===== config.mk =====
export PLATFORM = sky130hd
export DESIGN_NAME = pipe_skid_reg
export DESIGN_NICKNAME = d
export VERILOG_FILES = /design/src/rtl/pipe_pkg.sv /design/src/rtl/pipe_skid_reg_load_register.sv /design/src/rtl/pipe_skid_reg.sv
export SDC_FILE = /design/constraint.sdc
export NUM_CORES = 1
export LEC_CHECK = 0
export ABC_AREA = 1
export CELL_PAD_IN_SITES_DETAIL_PLACEMENT = 2
export CELL_PAD_IN_SITES_GLOBAL_PLACEMENT = 2
export CORE_MARGIN = 1.5
export CORE_UTILIZATION = 38
export DETAILED_ROUTE_END_ITERATION = 6
export DONT_BUFFER_PORTS = 1
export GPL_ROUTABILITY_DRIVEN = 0
export PLACE_DENSITY_LB_ADDON = 0.1
export SETUP_SLACK_MARGIN = 0.02
export SYNTH_ARGS = -nofsm -noshare
export SYNTH_HDL_FRONTEND = slang
export SYNTH_SLANG_ARGS = --single-unit

===== constraint.sdc =====
create_clock -name clk -period 4.55 [get_ports clk]
set_input_delay 0.455 -clock clk [delete_from_list [all_inputs] [get_ports clk]]
set_output_delay 0.455 -clock clk [all_outputs]
set_load 0.005 [all_outputs]

===== src/rtl/pipe_pkg.sv =====
// Shared definitions for the pipeline skid-register stage.
//   state_t : control FSM encoding (EMPTY / HOLD / FULL)
//   OCC_W   : width of the occupancy output
package pipe_pkg;

    localparam int OCC_W = 2;

    typedef enum logic [1:0] {
        ST_EMPTY = 2'b00,
        ST_HOLD  = 2'b01,
        ST_FULL  = 2'b10
    } state_t;

endpackage


===== src/rtl/pipe_skid_reg_load_register.sv =====
// N-bit data register used for the main and skid entries of pipe_skid_reg.
//   clk  : rising-edge clock
//   rst  : asynchronous active-high reset, loads RST_VAL
//   clr  : synchronous clear to RST_VAL (wins over load)
//   load : synchronous load enable for d
//   d    : data in
//   q    : registered data out
module load_register #(
    parameter int             N       = 32,
    parameter logic [N-1:0]   RST_VAL = '0
) (
    input  logic         clk,
    input  logic         rst,
    input  logic         clr,
    input  logic         load,
    input  logic [N-1:0] d,
    output logic [N-1:0] q
);

    always_ff @(posedge clk or posedge rst) begin
        if (rst) begin
            q <= RST_VAL;
        end else if (clr) begin
            q <= RST_VAL;
        end else if (load) begin
            q <= d;
        end
    end

endmodule


===== src/rtl/pipe_skid_reg.sv =====
// Pipeline-stage register with valid/ready handshake, optional skid entry,
// synchronous flush with NOP injection and an occupancy output.
//
// Handshake: a beat moves on a port in any cycle where valid and ready are
// both high at the rising clock edge; valid never depends on ready, and
// once out_valid is raised the presented beat stays until it is taken or
// flushed.
//
//   clk, rst   : clock, asynchronous active-high reset
//   flush      : synchronous squash of all held beats (beats leaving the
//                stage in the same cycle still complete downstream)
//   in_valid / in_ready / in_data    : upstream side
//   out_valid / out_ready / out_data : downstream side
//   occ        : number of held beats (0..2)
//   dbg_state  : current control state, for observation only
module pipe_skid_reg
    import pipe_pkg::*;
#(
    parameter int           N         = 32,
    parameter logic [N-1:0] NOP_VALUE = '0,
    parameter bit           SKID      = 1'b1
) (
    input  logic             clk,
    input  logic             rst,
    input  logic             flush,
    input  logic             in_valid,
    output logic             in_ready,
    input  logic [N-1:0]     in_data,
    output logic             out_valid,
    input  logic             out_ready,
    output logic [N-1:0]     out_data,
    output logic [OCC_W-1:0] occ,
    output logic [1:0]       dbg_state
);

    state_t         state_q, state_d;
    logic           in_xfer, out_xfer;
    logic           main_load, main_clr, skid_load, skid_clr;
    logic [N-1:0]   main_d, main_q, skid_q;

    assign in_xfer  = in_valid & in_ready;
    assign out_xfer = out_valid & out_ready;

    always_ff @(posedge clk or posedge rst) begin
        if (rst) begin
            state_q <= ST_EMPTY;
        end else begin
            state_q <= state_d;
        end
    end

    always_comb begin
        state_d   = state_q;
        main_load = 1'b0;
        main_clr  = 1'b0;
        skid_load = 1'b0;
        skid_clr  = 1'b0;
        main_d    = in_data;
        if (flush) begin
            // Anything accepted this cycle is dropped; the presented beat
            // has already been handed downstream if out_ready was high.
            state_d  = ST_EMPTY;
            main_clr = 1'b1;
            skid_clr = 1'b1;
        end else begin
            case (state_q)
                ST_EMPTY: begin
                    if (in_xfer) begin
                        main_load = 1'b1;
                        state_d   = ST_HOLD;
                    end
                end
                ST_HOLD: begin
                    if (in_xfer && out_xfer) begin
                        main_load = 1'b1;
                    end else if (out_xfer) begin
                        main_clr = 1'b1;
                        state_d  = ST_EMPTY;
                    end else if (in_xfer && SKID) begin
                        skid_load = 1'b1;
                        state_d   = ST_FULL;
                    end
                end
                ST_FULL: begin
                    if (out_xfer) begin
                        main_load = 1'b1;
                        main_d    = skid_q;
                        skid_clr  = 1'b1;
                        state_d   = ST_HOLD;
                    end
                end
                default: begin
                    state_d  = ST_EMPTY;
                    main_clr = 1'b1;
                    skid_clr = 1'b1;
                end
            endcase
        end
    end

    load_register #(.N(N), .RST_VAL(NOP_VALUE)) u_main (
        .clk  (clk),
        .rst  (rst),
        .clr  (main_clr),
        .load (main_load),
        .d    (main_d),
        .q    (main_q)
    );

    load_register #(.N(N), .RST_VAL(NOP_VALUE)) u_skid (
        .clk  (clk),
        .rst  (rst),
        .clr  (skid_clr),
        .load (skid_load),
        .d    (in_data),
        .q    (skid_q)
    );

    generate
        if (SKID) begin : g_skid
            // Registered ready: looks at the next state so the upstream
            // side never sees a path from out_ready.
            logic rdy_q;
            always_ff @(posedge clk or posedge rst) begin
                if (rst) begin
                    rdy_q <= 1'b1;
                end else begin
                    rdy_q <= (state_d != ST_FULL);
                end
            end
            assign in_ready = rdy_q;
        end else begin : g_noskid
            assign in_ready = ~out_valid | out_ready;
        end
    endgenerate

    assign out_valid = (state_q != ST_EMPTY);
    assign out_data  = main_q;
    assign occ       = {state_q == ST_FULL, state_q == ST_HOLD};
    assign dbg_state = state_q;

endmodule

=== Yosys cells after proc, flatten, opt, wreduce, memory -nomap -nowiden ===
Cells that the tools add are included.

* Register bits: 67
* Input bits: 37
* Output and inout bits: 38
* Logic and storage cells: 44

* Equal/unequal tests: 3
* Multiplexer cells: 28
* Bitwise operators: 2
* Reduce and logical (&&, ||, !) cells: 7

{| class="wikitable"
|+ Operators by type and width
! kind !! count
|-
| $mux 32 || 7
|-
| $mux 2 || 6
|-
| $mux 1 || 11
|-
| $pmux 2 s3 || 1
|-
| $reduce_bool 2->1 || 3
|-
| $pmux 1 s2 || 2
|-
| $reduce_or 2->1 || 2
|-
| $pmux 1 s3 || 1
|-
| $and 1x1->1 || 2
|-
| $eq 2x1->1 const B || 1
|-
| $eq 2x2->1 const B || 1
|-
| $logic_not 2->1 || 1
|-
| $ne 2x2->1 const B || 1
|-
| $logic_and 1x1->1 || 1
|}

=== Depth between registers and ports, before layout ===
Gate-level depths: netlist of the first run.

* Depth after elaboration: 8
* Mapped depth: 8
* Gate-level depth less buffers: 7

=== Modules after synthesis ===
Synthesis of the first run repeated with hierarchy kept, for this count alone.

* Cells, all modules: 421
* Area, all modules: 3469.6 µm²

{| class="wikitable"
|+ By module, submodules not included
! module !! times used !! cells an instance !! area each (µm²) !! seq. area each (µm²)
|-
| load_register || 2 || 141 || 1323.8 || 800.8
|-
| pipe_skid_reg || 1 || 139 || 822.0 || 76.3
|}

=== Worst setup path before layout of the first run ===
No wires, ideal clock.

* Path type: register to register
* Start point: reg g_skid.rdy_q, in the netlist in_ready
* End point: reg u_main.q[0]
* Setup time: 0.066 ns
* Arrival time: 1.254 ns
* Required time: 4.484 ns
* Setup slack: 3.230 ns
* Stages on the path, launching flop included: 8
* Buffers on the path: 1
* Period minus slack after synthesis: 1.320 ns
* Cell sequence: dfstp_2 nand2_1 nand2_1 nand2_1 nor2_2 buf_4 nand2_1 nand2_1

* Cells in the longest elaborated chain, start to end: 6
* Elaborated cells on any way between the ends: 11
* Those cells by class: mux: 8; bitwise: 1; reduce/logical: 2

{| class="wikitable"
|+ Ends and longest elaborated chain
! what !! line !! source
|-
| start: declaration || pipe_skid_reg.sv:123 || <nowiki>logic rdy_q;</nowiki>
|-
| start signal: assignment || pipe_skid_reg.sv:128 || <nowiki>rdy_q <= (state_d != ST_FULL);</nowiki>
|-
| $and 1x1->1 * || pipe_skid_reg.sv:41 || <nowiki>assign in_xfer = in_valid & in_ready;</nowiki>
|-
| $logic_and 1x1->1 || pipe_skid_reg.sv:74 || <nowiki>if (in_xfer && out_xfer) begin</nowiki>
|-
| $mux 1 || pipe_skid_reg.sv:74 ||
|-
| $pmux 1 s3 / $pmux 1 s2 (equally long branches) || pipe_skid_reg.sv:66 || <nowiki>case (state_q)</nowiki>
|-
| $mux 1 || pipe_skid_reg.sv:59 || <nowiki>if (flush) begin</nowiki>
|-
| $reduce_bool 2->1 (no line) / $mux 32 (equally long branches) || n/a ||
|-
| end signal: assignment || pipe_skid_reg_load_register.sv:22 || <nowiki>q <= RST_VAL;</nowiki>
|-
| end signal: assignment || pipe_skid_reg_load_register.sv:24 || <nowiki>q <= RST_VAL;</nowiki>
|-
| end signal: assignment || pipe_skid_reg_load_register.sv:26 || <nowiki>q <= d;</nowiki>
|-
| end: declaration || pipe_skid_reg_load_register.sv:17 || <nowiki>output logic [N-1:0] q</nowiki>
|}

Mark *: on every way between the ends. The rest lies on a longest branch, timed or not.
A chain may end at the register's enable or synchronous reset.

=== Worst setup path after layout of the first run ===
* Start point: reg g_skid.rdy_q, in the netlist in_ready
* End point: reg u_skid.q[0]

* Cells in the longest elaborated chain, start to end: 7
* Elaborated cells on any way between the ends: 8
* Those cells by class: mux: 5; bitwise: 1; reduce/logical: 2

{| class="wikitable"
|+ Ends and longest elaborated chain
! what !! line !! source
|-
| $and 1x1->1 * || pipe_skid_reg.sv:41 ||
|-
| $mux 1 || pipe_skid_reg.sv:79 || <nowiki>end else if (in_xfer && SKID) begin</nowiki>
|-
| $mux 1 || pipe_skid_reg.sv:76 || <nowiki>end else if (out_xfer) begin</nowiki>
|-
| $mux 1 * || pipe_skid_reg.sv:74 ||
|-
| $mux 1 * || pipe_skid_reg.sv:66 ||
|-
| $mux 1 * || pipe_skid_reg.sv:59 ||
|-
| $reduce_bool 2->1 (no line) * || n/a ||
|-
| end signal: assignment || pipe_skid_reg_load_register.sv:22 ||
|-
| end signal: assignment || pipe_skid_reg_load_register.sv:24 ||
|-
| end signal: assignment || pipe_skid_reg_load_register.sv:26 ||
|-
| end: declaration || pipe_skid_reg_load_register.sv:17 ||
|}

Marked as above.

==> results of run 1 <==
-- worst max-delay path, delay by kind of cell, from the launching register on --
kind	cells	cell delay [ns]
simple gates	6	1.86
flops	1	0.55
-- cell type report --
| type | count | area (um2) |
|---|---|---|
| flip-flops and latches | 67 | 1678 |
| clock inverters | 2 | 35.03 |
| repair buffers | 6 | 45.04 |
| well taps | 105 | 131.4 |
| multi-input cells | 315 | 1343 |
| clock buffers | 12 | 165.2 |
| fillers | 960 | 4700 |
| inverters | 10 | 37.54 |
-- synth_stat cells, drive strengths merged --
master / count
a21boi: 1
a21oi: 2
buf: 18
clkbuf: 9
clkinv: 1
dfrtp: 66
dfstp: 1
inv: 9
nand2: 207
nand3: 96
nor2: 7
o211ai: 1
o21ai: 1
-- metal layers --
| metal | GRT usage | vias up | share of wire |
|---|---|---|---|
| met5 | 0 | - | 0 |
| met4 | 0.05224 | 0 | 0.0074 |
| met3 | 0.07246 | 7 | 0.057 |
| met2 | 0.3981 | 55 | 0.50 |
| met1 | 0.2786 | 1422 | 0.43 |
| li1 | - | 1306 | - |
-- power by group --
group | total, mW | internal [mW] | switching [mW]
Sequential | 0.646 | 0.624 | 0.0221
Clock | 0.514 | 0.291 | 0.222
Combinational | 0.113 | 0.0274 | 0.0857
-- cells by family after synthesis --
logic type	share of synthesized area
AOI/OAI and AO/OA	0.009464
buffers and inverters	0.05323
DFF	0.5288
and+or+nand+nor	0.4085
-- stage by stage --
step	setup WS [ns]	cells	hold WS (ns)	util
finish	2.057	517	0.07795	0.4222
global route	1.824	517	0.1021	0.4222
CTS	1.992	517	0.07915	0.4222
detailed placement	2.068	503	0.4500	0.3976
global placement	2.059	503	0.4607	0.3976
floorplan	2.414	419	0.4762	-
-- path summary, 6_finish.rpt --
check,endpoint,slack [ns],start,cells after the start
setup / recovery,u_skid.q[0],2.06,in_ready,6
hold / removal,u_skid.q[30],0.08,rst,1
setup reg to reg,u_skid.q[0],2.06,in_ready,6
hold reg to reg,u_skid.q[10],0.51,u_skid.q[10],2
max in group asynchronous,u_main.q[9],3.51,rst,2
min in group clk,dbg_state[1],0.19,flush,1
-- registers in the layout, summed over array words and instances, names as in the netlist --
name / flops
in_ready: 1
u_skid.q: 32
dbg_state: 2
u_main.q: 32
==> flow_summary.ini, run 1 <==
[clock_network]
h-tree-depth = 3
cts_made_buffers = 9
numClockSinks = 67
post-cts-setup-buffers = 0
cts_tree = yes
cts_resized = 0
cts_root_buf = clkbuf_8
cts_hold_buffers = 0
clockBufferDepth = 2
clkTransAtPathRegs_ns = 0.07
clk_latency_ns = 0.34

[worst_setup_path]
cp_slowest_cell = nor2_4
critical_path_class = reg2reg
end_kind = flop
cp.required_ns = 4.82
crit_fanout = 34
cp_slowest_stage_delay_ns = 0.82
crit_arrival_ns = 2.76
crit_path_frequent_cell = nand2_1
path_cells = nand2_1, nor2_1, nand2_2, nor2_4, nand2_1, nand2_1
critPathLaunchType = flop

[floorplan]
rows = 33
fp.dieW_um = 94.38
core_mm2 = 0.008134
chipHeight_um = 94.38
start_util = 0.3901
io_pins = 75
die_area_mm2 = 0.008908

[detailed_routing]
vias_per_cell = 5.397
drc = 0
wl_um = 9407
postRouteAntennaNets = 0
dr.pass1.iters = 4
vias = 2790
routedWlPerCell_um = 18.20
drtIter0Drc = 137

[cells_and_area]
area_delta_synth_final_pct = 8.241
final_common_cell = nand2_1
finalInstanceArea_mm2 = 0.003435
final_nets = 446
n_antenna_cell = 0
layout_common_cells = nand2_1 (206), nand3_1 (96), dfrtp_1 (66)
layout-drive-gt1-share = 0.06796

[power_and_ir_drop]
peakVddDrop_mv = 0.1717
finalPower_mw = 1.273
power_leakage_nw = 1.940
power_density_mw_per_mm2 = 370.5

[sta]
period_needed_ns = 2.493
fin_setup_tns_ns = 0
tightest_slew_ns = 1.147
finalCritPeriodShare = 0.5479
rsz0062_at_grt = false
max_slew_margin = 0.2335
final_max_slew_viol_count = 0
max_freq_ghz = 0.4011
fin_skew_ns = 0.007664
hold_violations = 0
setup_viol = 0

[place]
dpl-instance-area_mm2 = 0.003234
dp_hpwl_um = 5896
io_buffers = 0

[yosys]
synth_area_leader_cell = dfrtp_1
synth_area_leaders = dfrtp_1 (52%), nand2_1 (24%), nand3_1 (15%)
synth.avg_cell_area_um2 = 7.573
syn_inst = 419
synthDistinctLibCells = 17
ys_seq_area_frac = 0.5288
ys_seq_elements = 67
yosys_warnings = 0
syn-cell-area_mm2 = 0.003173
syn_nets = 456
synth_top_area_share = 0.5205

[global_routing]
track_usage = 0.2297
grt-ovfl-total = 0
grt_pass1_vias = 3140
grt_max_degree = 41
antenna_found_initial = 0
grt_pass1_wl_um = 15690

[flow_run]
drv_cap = 0

[run_status]
outcome = finished, final reports clean

[min_path]
hp-class = in2async
Note: power is estimated with default switching activity, not from simulation.
==> inputs of run 2 (changes only) <==
- CORE_UTILIZATION: 38 -> 35
- clock period: 4.55 -> 2.54 ns (I/O delays scaled with it)
==> flow_summary.ini, run 2 (synthesis results as in run 1) <==
[clock_network]
h-tree-depth = 3
cts_root_buf = clkbuf_8
cts_tree = yes
clockBufferDepth = 2
clk_latency_ns = 0.34
cts_made_buffers = 9
numClockSinks = 67
clkTransAtPathRegs_ns = 0.07
post-cts-setup-buffers = 0

[worst_setup_path]
critical_path_class = reg2reg
crit_arrival_ns = 2.07
worst_r2r_endpoint = u_skid.q[17]
critPathLaunchType = flop
r2r_setup_slack_ns = 0.75
crit_fanout = 19
cp.required_ns = 2.82
end_kind = flop
reg2reg_depth = 7
timing.rr.start = in_ready

[detailed_routing]
vias = 2856
wl_um = 9897
dr.pass1.iters = 4
drtIter0Drc = 83
vias_per_cell = 5.399
drc = 0
met2WireLength_um = 5300
wl_met3_um = 465
top_layer_used = met4
postRouteAntennaNets = 0
routedWlPerCell_um = 18.71
drt-met1-wl_um = 3977

[power_and_ir_drop]
seq_power_share = 0.516
switching_power_mw = 0.5986
combPwrFrac = 0.098
power_leakage_nw = 1.983
swShare = 0.2667
intPower_mw = 1.646
finalPower_mw = 2.244
peakVddDrop_mv = 0.2103
clock_power_share = 0.386
power_density_mw_per_mm2 = 637.1

[min_path]
hp-class = in2reg
worst_hold_startpoint = in_data[6]
hold_depth = 2
min_to = u_skid.q[6]

[global_routing]
grt_max_degree = 42
track_usage = 0.2199
grt-ovfl-total = 0
grt_pass1_vias = 3326
antenna_found_initial = 0
grt_pass1_wl_um = 16650

[cells_and_area]
layout_common_cells = nand2_1 (206), nand3_1 (96), dfrtp_1 (66)
fillers = 1078
area_delta_synth_final_pct = 11.00
final_common_cell = nand2_1
n_antenna_cell = 0
final_core_util = 0.4019
layout-drive-gt1-share = 0.08076
final_nets = 455

[run_status]
outcome = finished, final reports clean

[sta]
finalCritPeriodShare = 0.7038
fin_setup_tns_ns = 0
max_slew_margin = 0.5866
final_max_slew_viol_count = 0
fin_skew_ns = 0.007801
period_needed_ns = 1.788
rsz0062_at_grt = false
tightest_slew_ns = 0.6191
hold_violations = 0
setup_viol = 0
whs_ns = 0.02283
max_freq_ghz = 0.5594

[floorplan]
core_mm2 = 0.008763
rows = 34
chipHeight_um = 98.22
start_util = 0.3621
die_area_mm2 = 0.009646
io_pins = 75
fp.dieW_um = 98.22

[flow_run]
drv_cap = 0

[place]
io_buffers = 0
dp_hpwl_um = 6603
## run 2: changes by cell type in the layout (fill, tap and decap cells not counted)
cell           before  now
clkbuf_8           12   10
nor2_2              3    2
buf_4               6   11
buf_12              0    2
nor2_4              1    2
dlygate4sd3_1       0    2
clkinv_2            1    2
clkbuf_1            0    1
## run 2: cell type report
class	instances	area, um2	area share
sequential	67	1678	0.4764
multi-input combinational	315	1348	0.3826
timing repair buffer	15	142.6	0.04050
clock buffer	11	141.4	0.04014
tap	108	135.1	0.03837
clock inverter	3	40.04	0.01137
inverter	10	37.54	0.01066
## run 2: per-layer routing
metal,up-vias,global-route usage
met2,52,0.4117
li1,1325,-
met5,-,0
met3,13,0.05727
met4,0,0.07151
met1,1466,0.2407
## run 2: how the worst max path moves through the flow
stage               startpoint            to  slack [ns]  depth (start not counted)
floorplan                  rst  dbg_state[0]        0.60                          1
global placement      in_ready  u_skid.q[15]        0.81                          7
detailed placement    in_ready  u_skid.q[17]        0.74                          7
CTS                   in_ready  u_skid.q[28]        0.70                          7
global route          in_ready  u_skid.q[17]        0.60                          7
finish                in_ready  u_skid.q[17]        0.75                          7
## run 2: critical path: stages, from the launching register on
cell and delay (ns):
dfstp_2 0.54, nand2_1 0.15, nor2_1 0.17, nand2_2 0.09
nor2_4 0.39, buf_4 0.25, nand2_1 0.07, nand2_1 0.06
## run 2: timing repair
action,in CTS,in global routing
resized for setup,0,0
endpoints found under the setup margin,0,0
hold endpoints to repair,27,0
hold buffers,2,0
## run 2: power groups by stage
stage | Combinational [mW] | Clock, mW | Sequential, mW
floorplan | 0.155 | 0 | 1.17
CTS | 0.228 | 0.899 | 1.16
finish | 0.219 | 0.867 | 1.16
detailed placement | 0.225 | 0 | 1.18
global placement | 0.216 | 0 | 1.18
global route | 0.256 | 0.924 | 1.16
## run 2: per-stage QoR
step	cells	instance area [um2]	setup slack [ns]
after floorplan	419	3173	0.6045
after global placement	513	3321	0.8059
after detailed placement	513	3321	0.7384
after CTS	529	3522	0.6994
after global routing	529	3522	0.5995
final	529	3522	0.7525
==> inputs of run 3 (changes only) <==
- clock period: 2.54 -> 1.65 ns (I/O delays scaled with it)
==> flow_summary.ini, run 3 (synthesis results as in run 1) <==
[run_status]
outcome = finished, final reports clean

[min_path]
hp-class = in2reg

[sta]
max_freq_ghz = 0.6730
max_slew_margin = 0.6275
period_needed_ns = 1.486
setup_slack_ns = 0.1640
tightest_slew_ns = 0.5576
setup_viol = 0
hold_violations = 0
finalCritPeriodShare = 0.9006
final_max_slew_viol_count = 0
fin_skew_ns = 0.01242
rsz0062_at_grt = false
whs_ns = 0.01957
fin_setup_tns_ns = 0

[place]
dp_slack_ns = 0.1071
dpl-instance-area_mm2 = 0.003422
io_buffers = 0
dp_hpwl_um = 6476
dp_cells = 518

[worst_setup_path]
crit_arrival_ns = 1.77
end_kind = flop
critPathLaunchType = flop
cp.required_ns = 1.94
critical_path_class = reg2reg
crit_fanout = 16

[power_and_ir_drop]
intPower_mw = 2.906
power_density_mw_per_mm2 = 965.6
swShare = 0.2579
power_leakage_nw = 2.197
seq_power_share = 0.455
switching_power_mw = 1.010
clock_power_share = 0.429
combPwrFrac = 0.115
peakVddDrop_mv = 0.3256
finalPower_mw = 3.916

[detailed_routing]
drtIter0Drc = 117
met2WireLength_um = 5554
top_layer_used = met4
wl_um = 10860
routedWlPerCell_um = 19.05
wl_met3_um = 388
postRouteAntennaNets = 0
drt-met1-wl_um = 4808
drc = 0
vias_per_cell = 5.332
vias = 3039
dr.pass1.iters = 4

[clock_network]
clkTransAtPathRegs_ns = 0.08
cts_made_buffers = 9
numClockSinks = 67
clockBufferDepth = 2
h-tree-depth = 3
cts_tree = yes
cts_root_buf = clkbuf_8
clk_latency_ns = 0.35

[global_routing]
track_usage = 0.2357
grt_max_degree = 33
antenna_found_initial = 0
grt-ovfl-total = 0
grt_pass1_wl_um = 17850
grt_pass1_vias = 3554

[cells_and_area]
multiInputGateArea_mm2 = 0.001363
regArea_mm2 = 0.001679
finalInstanceArea_mm2 = 0.004055
final_common_cell = nand2_1
n_antenna_cell = 0
instances_no_fill = 570
layout-drive-gt1-share = 0.09957
final_nets = 494
area_delta_synth_final_pct = 27.80
final_core_util = 0.4627
fillers = 994
layout_common_cells = nand2_1 (205), nand3_1 (96), dfrtp_1 (65)

[floorplan]
io_pins = 75
rows = 34
chipHeight_um = 98.22
core_mm2 = 0.008763
start_util = 0.3621
die_area_mm2 = 0.009646
fp.dieW_um = 98.22

[flow_run]
drv_cap = 0
[run 3: cell types whose count changed in the layout (fill, tap and decap cells not counted), sizes merged]
cell	change
buf	+5
dlygate4sd3	+33
clkinvlp	+1
bufinv	+2
[run 3: area by class of cell]
class                           count  share of cell area
Clock buffer                       10             0.03147
Timing Repair Buffer               54              0.1472
Sequential cell                    67              0.4141
Inverter                           10             0.01018
Clock inverter                      6             0.02777
Multi-Input combinational cell    315              0.3360
Tap cell                          108             0.03332
[run 3: power groups by stage]
stage	clock network [mW]	logic, mW	registers [mW]
final	1.68	0.452	1.78
after global routing	1.78	0.506	1.79
after CTS	1.74	0.450	1.78
after detailed placement	0	0.375	1.82
after global placement	0	0.367	1.81
after floorplan	0	0.239	1.80
[run 3: what timing repair did]
action | 4_1_cts | 5_1_grt
hold buffers | 35 | 0
resized for setup | 0 | 7
setup endpoints to repair | 0 | 56
hold endpoints to repair | 54 | 0
setup buffers | 0 | 0
[run 3: worst paths after layout]
path,startpoint,endpoint,slack [ns],depth (start not counted)
min reg2reg,u_skid.q[10],u_skid.q[10],0.52,2
max,in_ready,u_skid.q[1],0.16,7
min,in_data[15],u_main.q[15],0.02,4
max in group asynchronous,rst,u_skid.q[7],0.66,3
max reg2reg,in_ready,u_skid.q[1],0.16,7
min in group asynchronous,rst,dbg_state[1],0.35,2
[run 3: metal layers]
layer,up-vias,global-route usage
met3,9,0.04581
met4,0,0.06826
li1,1416,-
met1,1560,0.2917
met2,54,0.4175
met5,-,0
[run 3: worst max-delay path, stage by stage, from the launching register on]
cell and delay, ns:
dfstp_2 0.55, nand2_2 0.10, nor2_2 0.13, nand2_2 0.09
nor2_4 0.21, clkbuf_16 0.22, nand2_1 0.06, nand2_1 0.06
